[src/rtl/aftab_daru_pkg.sv]
// Shared types and constants for the AFTAB DARU read sequencer.
package aftab_daru_pkg;

    typedef enum logic [1:0] {
        ST_IDLE  = 2'b00,
        ST_READ  = 2'b01,
        ST_DONE  = 2'b10,
        ST_ABORT = 2'b11
    } daru_state_t;

    localparam logic [1:0] NB_BYTE = 2'b00;
    localparam logic [1:0] NB_HALF = 2'b01;
    localparam logic [1:0] NB_WORD = 2'b11;

    // Index of the final byte per nBytes code; the reserved code 2'b10 reads as a word.
    localparam logic [7:0] LAST_BYTE_LUT = {2'd3, 2'd3, 2'd1, 2'd0};

    function automatic logic [1:0] last_byte(input logic [1:0] nb);
        return LAST_BYTE_LUT[{nb, 1'b0} +: 2];
    endfunction

endpackage

[src/rtl/aftab_daru_byte_assembler.sv]
// Little-endian lane assembly register with sign/zero extension of the merged result.
module aftab_daru_byte_assembler
    import aftab_daru_pkg::*;
#(
    parameter int unsigned size = 32
) (
    input  logic            clk,
    input  logic            rst,
    input  logic            clear,
    input  logic            write_en,
    input  logic [1:0]      lane_sel,
    input  logic [7:0]      mem_data,
    input  logic [1:0]      nbytes,
    input  logic            unsigned_load,
    input  logic            data_inst_bar,
    output logic [size-1:0] extended_c
);

    logic [size-1:0] asm_q;
    logic [size-1:0] merged;
    logic            sign_ext;

    // Merge the incoming byte so the extended value is ready in the same cycle it arrives.
    always_comb begin
        merged = asm_q;
        if (write_en) begin
            merged[{lane_sel, 3'b000} +: 8] = mem_data;
        end
    end

    assign sign_ext = data_inst_bar & ~unsigned_load;

    always_comb begin
        extended_c = merged;
        if (nbytes == NB_BYTE) begin
            extended_c = {{(size-8){sign_ext & merged[7]}}, merged[7:0]};
        end else if (nbytes == NB_HALF) begin
            extended_c = {{(size-16){sign_ext & merged[15]}}, merged[15:0]};
        end
    end

    always_ff @(posedge clk or posedge rst) begin
        if (rst) begin
            asm_q <= '0;
        end else if (clear) begin
            asm_q <= '0;
        end else begin
            asm_q <= merged;
        end
    end

endmodule

[src/rtl/aftab_daru_read_sequencer.sv]
// Byte-serial read sequencer: misalignment check, 1/2/4 byte reads, assembly and extension.
module aftab_daru_read_sequencer
    import aftab_daru_pkg::*;
#(
    parameter int unsigned size = 32
) (
    input  logic            clk,
    input  logic            rst,
    input  logic            startDARU,
    input  logic            dataInstBar,
    input  logic [1:0]      nBytes,
    input  logic            unsignedLoad,
    input  logic [size-1:0] addrIn,
    input  logic            misalignedFlag,
    output logic [1:0]      nBytesOut,
    output logic [1:0]      addrLowOut,
    output logic            checkMisalignedDARU,
    output logic            memRead,
    output logic [size-1:0] memAddr,
    input  logic [7:0]      memDataIn,
    input  logic            memReady,
    output logic [size-1:0] dataOut,
    output logic            completeDARU,
    output logic            abortDARU,
    output logic            busyDARU
);

    daru_state_t     state_q, state_d;
    logic [size-1:0] mem_addr_q;
    logic [size-1:0] data_out_q;
    logic [1:0]      byte_cnt_q;
    logic [1:0]      nb_q;
    logic            unsigned_q;
    logic            data_inst_q;
    logic            accept;
    logic            beat;
    logic            last_beat;
    logic [size-1:0] extended;

    assign nBytesOut  = nBytes;
    assign addrLowOut = addrIn[1:0];

    assign accept    = (state_q == ST_IDLE) & startDARU & ~misalignedFlag;
    assign beat      = (state_q == ST_READ) & memReady;
    assign last_beat = beat & (byte_cnt_q == last_byte(nb_q));

    always_ff @(posedge clk or posedge rst) begin
        if (rst) begin
            state_q <= ST_IDLE;
        end else begin
            state_q <= state_d;
        end
    end

    always_comb begin
        state_d = state_q;
        case (state_q)
            ST_IDLE:  if (startDARU) state_d = misalignedFlag ? ST_ABORT : ST_READ;
            ST_READ:  if (last_beat) state_d = ST_DONE;
            ST_DONE:  state_d = ST_IDLE;
            ST_ABORT: state_d = ST_IDLE;
            default:  state_d = ST_IDLE;
        endcase
    end

    always_comb begin
        checkMisalignedDARU = 1'b0;
        memRead             = 1'b0;
        completeDARU        = 1'b0;
        abortDARU           = 1'b0;
        busyDARU            = 1'b1;
        case (state_q)
            ST_IDLE:  begin
                busyDARU            = 1'b0;
                checkMisalignedDARU = startDARU;
            end
            ST_READ:  memRead      = 1'b1;
            ST_DONE:  completeDARU = 1'b1;
            ST_ABORT: abortDARU    = 1'b1;
            default:  busyDARU     = 1'b1;
        endcase
    end

    // Request capture, wrapping address counter and result register.
    always_ff @(posedge clk or posedge rst) begin
        if (rst) begin
            mem_addr_q  <= '0;
            byte_cnt_q  <= '0;
            nb_q        <= NB_BYTE;
            unsigned_q  <= 1'b0;
            data_inst_q <= 1'b0;
            data_out_q  <= '0;
        end else if (accept) begin
            mem_addr_q  <= addrIn;
            byte_cnt_q  <= '0;
            nb_q        <= nBytes;
            unsigned_q  <= unsignedLoad;
            data_inst_q <= dataInstBar;
        end else if (beat) begin
            mem_addr_q <= mem_addr_q + size'(1);
            byte_cnt_q <= byte_cnt_q + 2'd1;
            if (last_beat) begin
                data_out_q <= extended;
            end
        end
    end

    aftab_daru_byte_assembler #(.size(size)) u_assembler (
        .clk           (clk),
        .rst           (rst),
        .clear         (accept),
        .write_en      (beat),
        .lane_sel      (byte_cnt_q),
        .mem_data      (memDataIn),
        .nbytes        (nb_q),
        .unsigned_load (unsigned_q),
        .data_inst_bar (data_inst_q),
        .extended_c    (extended)
    );

    assign memAddr = mem_addr_q;
    assign dataOut = data_out_q;

endmodule

[config.mk]
export PLATFORM = sky130hd
export DESIGN_NAME = aftab_daru_read_sequencer
export DESIGN_NICKNAME = d
export VERILOG_FILES = /design/src/rtl/aftab_daru_pkg.sv /design/src/rtl/aftab_daru_byte_assembler.sv /design/src/rtl/aftab_daru_read_sequencer.sv
export SDC_FILE = /design/constraint.sdc
export NUM_CORES = 1
export LEC_CHECK = 0
export BUFFER_PORTS_ARGS = -buffer_cell sky130_fd_sc_hd__buf_2
export CAP_MARGIN = 20
export CORE_MARGIN = 3
export CORE_UTILIZATION = 54
export CTS_CLUSTER_DIAMETER = 40
export CTS_CLUSTER_SIZE = 24
export DETAILED_ROUTE_END_ITERATION = 6
export PLACE_DENSITY = 0.82
export SYNTH_ARGS = -nofsm -noshare
export SYNTH_HDL_FRONTEND = slang
export SYNTH_HIERARCHICAL = 1
export SYNTH_SLANG_ARGS = --single-unit
[constraint.sdc]
create_clock -name clk -period 3.15 [get_ports clk]
set_input_delay 0.63 -clock clk [delete_from_list [all_inputs] [get_ports clk]]
set_output_delay 0.63 -clock clk [all_outputs]
set_load 0.03 [all_outputs]
==> flow_summary_export.csv <==
group,metric,value,unit
layout,post_route_cells_drive_above_1_share,31.6,%
cts,cts-root-buf,"clkbuf_8",
logic_synthesis,avgSynthCellArea,10.3,um2
routing,wl,13300,um
layout,diodes,0,
timing,skew,0.0174,ns
logic_synthesis,synth_area,5310,um2
cts,clkSinkCount,104,
logic_synthesis,synthArstFlopShare,100,%
logic_synthesis,seq_area_frac_synth,49.0,%
cts,cts_hold_buf,0,
cts,clk_pin_slew,0.12,ns
place,place.gp.congestion,0.899,
pwr,leakagePower,3.03,nW
logic_synthesis,syn_nets,573,
routing,ant_nets,0,
worst_setup_path,path_max_fanout,16,
pwr,p_per_area,907,nW/um2
logic_synthesis,synthCells,518,
worst_setup_path,crit_path_end_kind,"flop",
grt,antenna_found_initial,0,
hold_path,hp-class,"in2async",
timing,finalCritPeriodShare,82.6,%
worst_setup_path,required,3.41,ns
worst_setup_path,critPathKind,"reg2reg",
timing,relSlewSlack,54.2,%
cts,cts_setup_buffers,0,
routing,drc,0,
pwr,seq_power_share,40.2,%
floorplanning,die_area,11100,um2
timing,rsz0062_at_grt,"false",
grt,overflow,0,
logic_synthesis,ys.flop_type,"dfrtp_1",
worst_setup_path,r2r_end,"dataOut[18]",
routing,dr_total_vias,4657,
timing,min_period,2.60,ns
logic_synthesis,ys_ff_latch,104,
pwr,switching_share,46.9,%
floorplanning,die_w,105,um
grt,grt_pass1_wl,22200,um
cts,post_cts_resized,0,
cts,htree_num_levels,3,
run_status,status,"completed",
cts,clk_latency,0.37,ns
pwr,p_int,3.00,mW
timing,fmax,384,MHz
pwr,combPwrFrac,44.1,%
timing,slew_viol_final,0,
layout,mostFrequentLayoutCells,"121 x buf_2, 104 x dfrtp_1, 48 x nor2_1",
worst_setup_path,reg2reg_depth,7,
cts,clk_path_buf_depth,2,
pwr,p_clk_share,15.8,%
pwr,irDropWorstVdd,0.585,mV
timing,finalHoldViolCount,0,
timing,tns,0,ns
routing,wire_per_inst,17.4,um
logic_synthesis,yosys.cell_types.count,65,
floorplanning,core,9420,um2
run,maxCapViolations,0,
place,portBuffers,121,
logic_synthesis,synth_edf_count,0,
layout,fin_nets,686,
timing,setup_slack,0.547,ns
floorplanning,rows,35,
timing,worst_pin_slew,0.681,ns
layout,fin_util,66.0,%
cts,tritoncts,"done",
routing,first_pass_iters,5,
worst_setup_path,endpoint,"dataOut[18]",
floorplanning,io_pins,122,
layout,final_common_cell,"buf_2",
worst_setup_path,r2r_setup_slack,0.55,ns
floorplanning,start_util,56.4,%
logic_synthesis,ys_warn_count,6,
floorplanning,fp.dieH,105,um
layout,syn_to_final_growth,17.0,%
timing,final-setup-viol-count,0,
grt,first_global_vias,4560,
pwr,power,5.64,mW
place,pre_cts_slack,0.535,ns
grt,grt_usage,24.5,%
routing,vias_per_cell,6.09,
worst_setup_path,startpoint,"byte_cnt_q[0]",
worst_setup_path,cp.arrival,2.87,ns
pwr,p_sw,2.64,mW
place,hpwlAfterDp,9570,um
routing,drt_iter0_markers,348,
worst_setup_path,timing.rr.start,"byte_cnt_q[0]",
worst_setup_path,critPathLaunchType,"flop",
grt,grt_max_degree,61,
cts,numCtsBuffers,9,
-- area by class of cell --
type	instances	area, um2
Clock buffer	9	124
Clock inverter	7	83.8
Fill cell	716	3200
Inverter	14	52.6
Multi-Input combinational cell	372	2510
Sequential cell	104	2600
Tap cell	129	161
Timing Repair Buffer	130	686
-- critical path, stage by stage (launching register included) --
cell      delay [ns]
dfrtp_1         0.52
inv_1           0.17
ha_1            0.37
and4bb_1        0.26
a22o_4          0.25
a32oi_4         0.44
o21ai_0         0.19
mux2_2          0.30
-- worst min path at each step --
stage | slack (ns) | endpoint
6_report | 0.29 | memAddr[5]
5_1_grt | 0.34 | memAddr[5]
4_1_cts | 0.31 | memAddr[10]
3_5_place_dp | 0.46 | data_inst_q
3_3_place_gp | 0.45 | data_inst_q
2_1_floorplan | 0.44 | data_inst_q
-- power by group through the flow --
stage	sequential, mW	clock [mW]	combinational, mW
2_1_floorplan	2.73	0	1.27
3_3_place_gp	2.25	0	2.41
3_5_place_dp	2.27	0	2.49
4_1_cts	2.25	0.896	2.50
5_1_grt	2.34	0.952	2.68
6_report	2.26	0.888	2.48
-- kinds of logic (layout without fill, tap and decap cells) --
group                      after synthesis  in the layout  synth area share (%)
buffers and inverters                   42            160                  3.98
xor gates and xnor gates                11             11                  1.81
muxes                                   33             33                  6.99
adders and majority gates                6              6                  1.41
and+or+nand+nor                        211            211                  22.0
DFF                                    104            104                  49.0
AOI/OAI and AO/OA                      111            111                  14.8
-- synth_stat cells (all sizes together), types with 7 or more instances --
library cell | n | share of area [%]
a22oi | 28 | 4.0
inv | 14 | 0.99
buf | 16 | 2.1
o21ai | 39 | 3.9
mux2 | 33 | 7.0
nand3 | 27 | 2.5
clkbuf | 12 | 0.85
and4 | 8 | 1.3
nor2b | 10 | 1.2
xnor2 | 7 | 1.2
or3 | 9 | 1.1
a22o | 9 | 1.6
dfrtp | 104 | 49
nand4 | 16 | 2.3
nor2 | 49 | 3.5
nor4 | 8 | 1.2
nand2 | 46 | 3.4
-- layer usage --
layer / GRT usage [%] / vias to the layer above / share of wire, %
met2: 41.2 / 208 / 50
met5: 0 / - / 0
li1: - / 2132 / -
met3: 4.26 / 16 / 7.4
met4: 7.40 / 0 / 1.4
met1: 32.3 / 2301 / 41
-- stage by stage --
stage | hold WS, ns | cells | instance area [um2]
global placement | 0.454 | 749 | 6010
global route | 0.335 | 765 | 6220
finish | 0.294 | 765 | 6220
CTS | 0.307 | 765 | 6220
detailed placement | 0.456 | 749 | 6010
floorplan | 0.438 | 518 | 5310
-- flip-flops by register name, summed over array words and instances, names as in the netlist --
| register | count |
|---|---|
| unsigned_q | 1 |
| u_assembler/asm_q | 32 |
| state_q | 2 |
| data_inst_q | 1 |
| byte_cnt_q | 2 |
| dataOut | 32 |
| memAddr | 32 |
| nb_q | 2 |
No activity file was read; power rests on OpenSTA's default activity.
